`config.mk`:
```
export PLATFORM = sky130hd
export DESIGN_NAME = register_command_controller
export DESIGN_NICKNAME = d
export VERILOG_FILES = /design/src/rtl/register_command_controller.sv
export SDC_FILE = /design/constraint.sdc
export NUM_CORES = 1
export LEC_CHECK = 0
export BUFFER_PORTS_ARGS = -buffer_cell sky130_fd_sc_hd__buf_2
export CAP_MARGIN = 25
export CORE_ASPECT_RATIO = 0.6
export CORE_MARGIN = 2
export CORE_UTILIZATION = 49
export CTS_CLUSTER_SIZE = 16
export DETAILED_ROUTE_END_ITERATION = 10
export GPL_TIMING_DRIVEN = 0
export PLACE_DENSITY_LB_ADDON = 0.15
export RECOVER_POWER = 50
export SETUP_SLACK_MARGIN = 0.02
export SLEW_MARGIN = 20
export SYNTH_ARGS = -nofsm -noshare
export SYNTH_HDL_FRONTEND = slang
export SYNTH_SLANG_ARGS = --single-unit
```
`constraint.sdc`:
```
create_clock -name clk -period 2 [get_ports clk]
set_clock_uncertainty 0.2 [all_clocks]
set_input_delay 0.1 -clock clk [delete_from_list [all_inputs] [get_ports clk]]
set_output_delay 0.1 -clock clk [all_outputs]
set_load 0.1 [all_outputs]
```
`src/rtl/register_command_controller.sv`:
```
// Byte-frame command decoder sitting between the UART and the register file.
// Write frame: WRITE_OPCODE, addr, data.  Read frame: READ_OPCODE, addr -> read data is sent back over the transmitter.
module register_command_controller #(
    parameter int                    DATA_WIDTH          = 8,
    parameter int                    REGISTER_FILE_DEPTH = 16,
    parameter int                    READ_TIMEOUT        = 8,
    parameter logic [DATA_WIDTH-1:0] WRITE_OPCODE        = 8'hAA,
    parameter logic [DATA_WIDTH-1:0] READ_OPCODE         = 8'hBB,
    localparam int                   AW                  = $clog2(REGISTER_FILE_DEPTH)
) (
    input  logic                  clk,
    input  logic                  reset,
    input  logic [DATA_WIDTH-1:0] rx_data,
    input  logic                  rx_data_valid,
    input  logic [DATA_WIDTH-1:0] read_data,
    input  logic                  read_data_valid,
    input  logic                  tx_busy,
    output logic [AW-1:0]         address,
    output logic                  write_enable,
    output logic                  read_enable,
    output logic [DATA_WIDTH-1:0] write_data,
    output logic [DATA_WIDTH-1:0] tx_data,
    output logic                  tx_data_valid,
    output logic                  busy,
    output logic                  command_error,
    output logic                  read_timeout_error
);

    localparam int                    CW      = $clog2(READ_TIMEOUT + 1);
    localparam logic [DATA_WIDTH-1:0] DEPTH_W = DATA_WIDTH'(REGISTER_FILE_DEPTH);
    localparam logic [CW-1:0]         CNT_MAX = CW'(READ_TIMEOUT - 1);

    typedef enum logic [2:0] {
        IDLE,
        WR_ADDR,
        WR_DATA,
        WR_EXEC,
        RD_ADDR,
        RD_EXEC,
        TX_WAIT
    } state_t;

    state_t                state, state_d;
    logic [AW-1:0]         address_d;
    logic [DATA_WIDTH-1:0] write_data_d, tx_data_d;
    logic [CW-1:0]         cnt, cnt_d;
    logic                  cmd_err_d, to_err_d, tx_valid_d;
    logic                  addr_ok;

    assign addr_ok = (rx_data < DEPTH_W);

    always_comb begin
        state_d      = state;
        address_d    = address;
        write_data_d = write_data;
        tx_data_d    = tx_data;
        cnt_d        = cnt;
        cmd_err_d    = 1'b0;
        to_err_d     = 1'b0;
        tx_valid_d   = 1'b0;
        case (state)
            IDLE: begin
                if (rx_data_valid) begin
                    if (rx_data == WRITE_OPCODE)     state_d = WR_ADDR;
                    else if (rx_data == READ_OPCODE) state_d = RD_ADDR;
                    else                             cmd_err_d = 1'b1;
                end
            end
            WR_ADDR, RD_ADDR: begin
                if (rx_data_valid) begin
                    if (!addr_ok) begin
                        cmd_err_d = 1'b1;
                        state_d   = IDLE;
                    end else begin
                        address_d = rx_data[AW-1:0];
                        cnt_d     = '0;
                        state_d   = (state == WR_ADDR) ? WR_DATA : RD_EXEC;
                    end
                end
            end
            WR_DATA: begin
                if (rx_data_valid) begin
                    write_data_d = rx_data;
                    state_d      = WR_EXEC;
                end
            end
            WR_EXEC: state_d = IDLE;
            RD_EXEC: begin
                // valid wins over timeout when both land on the last allowed cycle
                if (read_data_valid) begin
                    tx_data_d = read_data;
                    cnt_d     = '0;
                    state_d   = TX_WAIT;
                end else if (cnt == CNT_MAX) begin
                    to_err_d = 1'b1;
                    cnt_d    = '0;
                    state_d  = IDLE;
                end else begin
                    cnt_d = cnt + 1'b1;
                end
            end
            TX_WAIT: begin
                if (!tx_busy) begin
                    tx_valid_d = 1'b1;
                    state_d    = IDLE;
                end
            end
            default: state_d = IDLE;
        endcase
    end

    always_ff @(posedge clk or posedge reset) begin
        if (reset) begin
            state              <= IDLE;
            address            <= '0;
            write_data         <= '0;
            tx_data            <= '0;
            cnt                <= '0;
            command_error      <= 1'b0;
            read_timeout_error <= 1'b0;
            tx_data_valid      <= 1'b0;
            busy               <= 1'b0;
        end else begin
            state              <= state_d;
            address            <= address_d;
            write_data         <= write_data_d;
            tx_data            <= tx_data_d;
            cnt                <= cnt_d;
            command_error      <= cmd_err_d;
            read_timeout_error <= to_err_d;
            tx_data_valid      <= tx_valid_d;
            busy               <= (state_d != IDLE);
        end
    end

    // strobes decode straight from the state register, so they are glitch-free and clear with reset
    assign write_enable = (state == WR_EXEC);
    assign read_enable  = (state == RD_EXEC);

endmodule

```
Yosys cells after proc, flatten, opt, wreduce, memory -nomap -nowiden
Cells that the tools add are included.
- memories: 0
- output and inout bits: 26
- bits in registers: 31
- input port bits: 21
- bits in latches: 0
- memory bits (read-only): 0
- memory bits (writable): 0
- $mul: 0
- equal/unequal tests: 11
- $lt $le $gt $ge: 1
- shifts and indexed selects: 0
- divide/modulo/power cells: 0
- bitwise logic cells: 0
- mux-type cells: 27
- $add $sub $neg: 1
- reductions and logical operators: 8
- operators by type and width (kind ; count):
    $mux W3 ; 10
    $eq A8 B8 Y1 const B ; 2
    $mux W4 ; 4
    $pmux W3 S5 ; 1
    $mux W1 ; 10
    $eq A3 B3 Y1 const B ; 3
    $lt A8 B5 Y1 const B ; 1
    $pmux W4 S2 ; 1
    $eq A3 B2 Y1 const B ; 2
    $reduce_and A3 Y1 ; 2
    $add A4 B1 Y4 const B ; 1
    $eq A4 B3 Y1 const B ; 1
    $ne A2 B2 Y1 const B ; 2
    $reduce_and A2 Y1 ; 2
    $eq A3 B1 Y1 const B ; 1
    $logic_not A3 Y1 ; 1
    $reduce_bool A3 Y1 ; 1
    $pmux W1 S2 ; 1
    $reduce_bool A2 Y1 ; 1
    $reduce_or A2 Y1 ; 1

Longest topological paths before layout
- depth after elaboration: 6
- depth in mapped cells: 6
- mapped depth without buffers: 5

Worst setup path after synthesis
OpenSTA, ideal clock, no wires.
- path kind: reg2out
- start point: register state[2]
- end point: output write_enable
- path slack: -1.004 ns
- stages on the path, launching flop included: 4
- arrival time: 2.704 ns
- path buffers: 2
- data required time: 1.700 ns
- cells stage by stage: dfrtp_1 clkbuf_1 buf_2 nor3_1
- longest elaborated chain between the ends: 1
- ends and longest elaborated chain (element ; line ; RTL):
    from (decl) ; 43 ; state_t state, state_d;
    from (signal assigned) ; 124 ; state <= state_d;
    $eq A3 B2 Y1 ; 137 ; assign write_enable = (state == WR_EXEC);
    to (decl) ; 19 ; output logic write_enable,
No other way between the ends.

Final worst setup path
- start point: input rx_data[5]
- end point: register busy
- longest elaborated chain between the ends: 6
- ends and longest elaborated chain (element ; line ; RTL):
    from (decl) ; 13 ; input logic [DATA_WIDTH-1:0] rx_data,
    parallel branches: the longest is 4 deep, another holds $lt A8 B5 Y1 ; n/a ;
    $pmux W3 S5 (*) ; 61 ; case (state)
    $reduce_bool A3 Y1 (*) ; 132 ; busy <= (state_d != IDLE);
    to (signal assigned) ; 132 ;
    to (decl) ; 24 ; output logic busy,
Mark *: on every way between the ends.
A chain may end at the register's enable or synchronous reset.

==> key figures <==
Outcome
  – Status: finished, final reports clean

Worst setup path
  – Slowest cell delay on critical path: 0.56 ns
  – Buf/Inv on CP: 2
  – Critical Path AT: 1.91 ns
  – Worst EP required: 1.99 ns
  – Cell Chain, Critical Path: dlygate4sd3_1 > buf_2 > nor4_4 > nor3_1 > or4b_4 > o2111ai_2
  – Critical Path Start Type: input pin
  – CP Capture Type: flop
  – R2r setup slk: 0.20 ns
  – Crit path max-delay family: simple AND/OR/NAND/NOR gates
  – Worst path slowest cell: or4b_4
  – Worst-path fanout max: 8
  – Setup CP Type: in2reg

Detailed routing
  – DRC Markers: 0
  – Post-DR wirelength/cell: 14.6 um
  – Post-Route WL: 3360 um
  – Vias post-DR: 1178
  – DR iter-0 viols: 91
  – Antenna-violating nets left: 0
  – DRT Pass-1 Iters: 5
  – Vias per inst: 5.12

Placed design
  – GPL Wtd Cong: 0.832
  – IO Port Bufs: 46
  – Detailed Place HPWL: 2200 um

Floorplan
  – Die Area: 0.00339 sq mm
  – Starting Density: 50.7%
  – Core Area: 0.00283 sq mm
  – I/O pin count: 47
  – Row count: 15
  – Die span in y: 45.9 um
  – Chip width: 73.9 um

Synth
  – Post-Syn Area: 0.00144 sq mm
  – Warnings from Yosys: 0
  – Register area share after synthesis: 54.0%
  – Synthesized Nets: 136
  – Number of flops mapped to enable cells by yosys: 0
  – #FFs+latches synth: 31
  – Synthesized area per cell: 12.6 sq um
  – Async SR Flop Fraction: 100%
  – Number of unique standard cell types used by synthesis: 35
  – Synth Flop Type: dfrtp_1
  – Syn Inst Count: 114

Job
  – Maxcap violations: 0

Clocking
  – Num CTS Buffers: 5
  – Clk slew on worst S/H paths: 0.06 ns
  – Clock Latency Late Sink: 0.28 ns
  – CTS sink cnt: 31
  – CTS tree: yes
  – Root buf cell: clkbuf_8
  – CTS HTree Levels: 2
  – Clk buf depth: 2

STA
  – Max-slew violation count: 0
  – Setup TNS: 0 ns
  – Slew Limit Headroom: 22.9%
  – Fin crit period: 1.91 ns
  – Fin. Hold Viols: 0
  – Finish-stage setup viols: 0
  – Hold WS: 0.0512 ns
  – Max Fclk: 522 MHz
  – Worst Tran Pin Value: 1.16 ns
  – Unrepaired setup endpoints after global routing: no
  – Final Cycle Share: 95.7%

Finish
  – N_diodes: 0
  – Layout cells sized above 1: 46.8%
  – P&R area growth vs syn: 41.7%
  – Layout Nets: 209

GRT
  – Total gr overflow: 0
  – Initial antenna violation count: 0
  – Number of global-route vias before repair: 1037
  – Gr usage total: 21.9%
  – Largest net degree at the start of global routing: 32
  – Global-route wire length before repair: 5150 um

Pwr
  – Total power: 1.45 mW
  – IR drop worst, VDD: 0.000650 V
  – Cell Pwr Density: 714 mW/mm^2
  – P_leak: 1.08 nW

Worst hold path
  – HP Class: in2reg
-- final timing paths --
path | from | end | cells after the start
setup / recovery | rx_data[5] | busy$_DFF_PP0_ | 6
hold / removal | rx_data[4] | busy$_DFF_PP0_ | 3
setup reg to reg | state[0]$_DFF_PP0_ | tx_data[3]$_DFFE_PP0P_ | 4
hold reg to reg | tx_data[6]$_DFFE_PP0P_ | tx_data[6]$_DFFE_PP0P_ | 1
max in group asynchronous | reset | address[0]$_DFFE_PP0P_ | 3
min in group asynchronous | reset | write_data[4]$_DFFE_PP0P_ | 3
-- flip-flops by register name (all words and copies together), names as in the netlist --
name	cells
command_error	1
busy	1
tx_data_valid	1
write_data	8
read_timeout_error	1
address	4
tx_data	8
cnt	4
state	3
-- where the power goes --
group          switching [mW]  total, mW  internal (mW)
Sequential             0.0113      0.663          0.652
Combinational           0.242      0.326         0.0847
Clock                   0.219      0.463          0.244
-- per-stage QoR --
stage	instance area, sq um	worst slack, ns	std cells	utilization, %
2_1_floorplan	1440	-0.137	114	-
3_3_place_gp	1730	0.131	202	60.9
6_report	2040	0.0853	230	71.8
4_1_cts	2010	0.0393	230	70.9
3_5_place_dp	1730	0.0452	202	60.9
5_1_grt	2040	0.0305	230	71.8
-- cell type report --
cell class                      instances  area [sq um]
Clock inverter                          1          5.00
Multi-Input combinational cell         74           649
Sequential cell                        31           776
Fill cell                             209           798
Tap cell                               42          52.6
Buffer                                  4          20.0
Timing Repair Buffer                   67           442
Inverter                                4          15.0
Clock buffer                            7          76.3
-- logic make-up after synthesis --
group / share of synthesized area (%)
XOR/XNOR: 1.83
flip-flops: 54.0
adder cells (fa/ha/maj): 0.871
buffers and inverters: 2.70
multiplexers: 15.7
AO/OA/AOI/OAI: 8.01
AND/OR/NAND/NOR: 16.9
-- routing by layer --
metal / track usage [%] / part of all wire, % / up-vias
met2: 32.7 / 46 / 61
met4: 10.2 / 1.5 / 0
li1: - / - / 565
met1: 29.0 / 44 / 546
met5: 0 / 0 / -
met3: 7.30 / 7.9 / 6
-- Yosys cell counts, types with 2 or more instances --
master | n | area, sq um
dfrtp_1 | 31 | 776
mux2_2 | 20 | 225
nand3_1 | 5 | 25.0
a21oi_1 | 4 | 20.0
buf_2 | 4 | 20.0
inv_1 | 4 | 15.0
nand2_1 | 4 | 15.0
nor2_1 | 4 | 15.0
nor3_1 | 4 | 20.0
nand2b_1 | 3 | 18.8
xor2_1 | 3 | 26.3
a22o_1 | 2 | 17.5
and3_1 | 2 | 12.5
nor2b_1 | 2 | 12.5
nor4bb_1 | 2 | 20.0
-- placed cells by master, fill, tap and decap left out, types with 2 or more instances in the layout --
cell type | netlist | routed
nor2b_1 | 2 | 2
dfrtp_1 | 31 | 31
clkbuf_2 | 0 | 11
a21oi_1 | 4 | 4
clkbuf_1 | 1 | 2
nand3_1 | 5 | 4
buf_2 | 4 | 36
buf_4 | 0 | 2
mux2_2 | 20 | 20
clkbuf_8 | 0 | 5
nor3_1 | 4 | 3
nand2b_1 | 3 | 3
dlygate4sd3_1 | 0 | 20
nand2_1 | 4 | 4
a22o_1 | 2 | 2
inv_1 | 4 | 4
nor2_1 | 4 | 3
and3_1 | 2 | 2
xor2_1 | 3 | 3
-- worst register-to-register path: stages, from the launching register on --
cell     delay [ns]
dfrtp_1        0.34
buf_2          0.22
nor2b_1        0.30
nand3_2        0.27
mux2_2         0.36
-- timing repair --
item                       CTS  global route
pin swaps                    0             1
hold buffers                20             0
resized for setup            1             4
hold endpoints to repair    56             0
setup endpoints to repair    1            14
buffers inserted             0             1
Note: power is estimated with default switching activity, not from simulation.
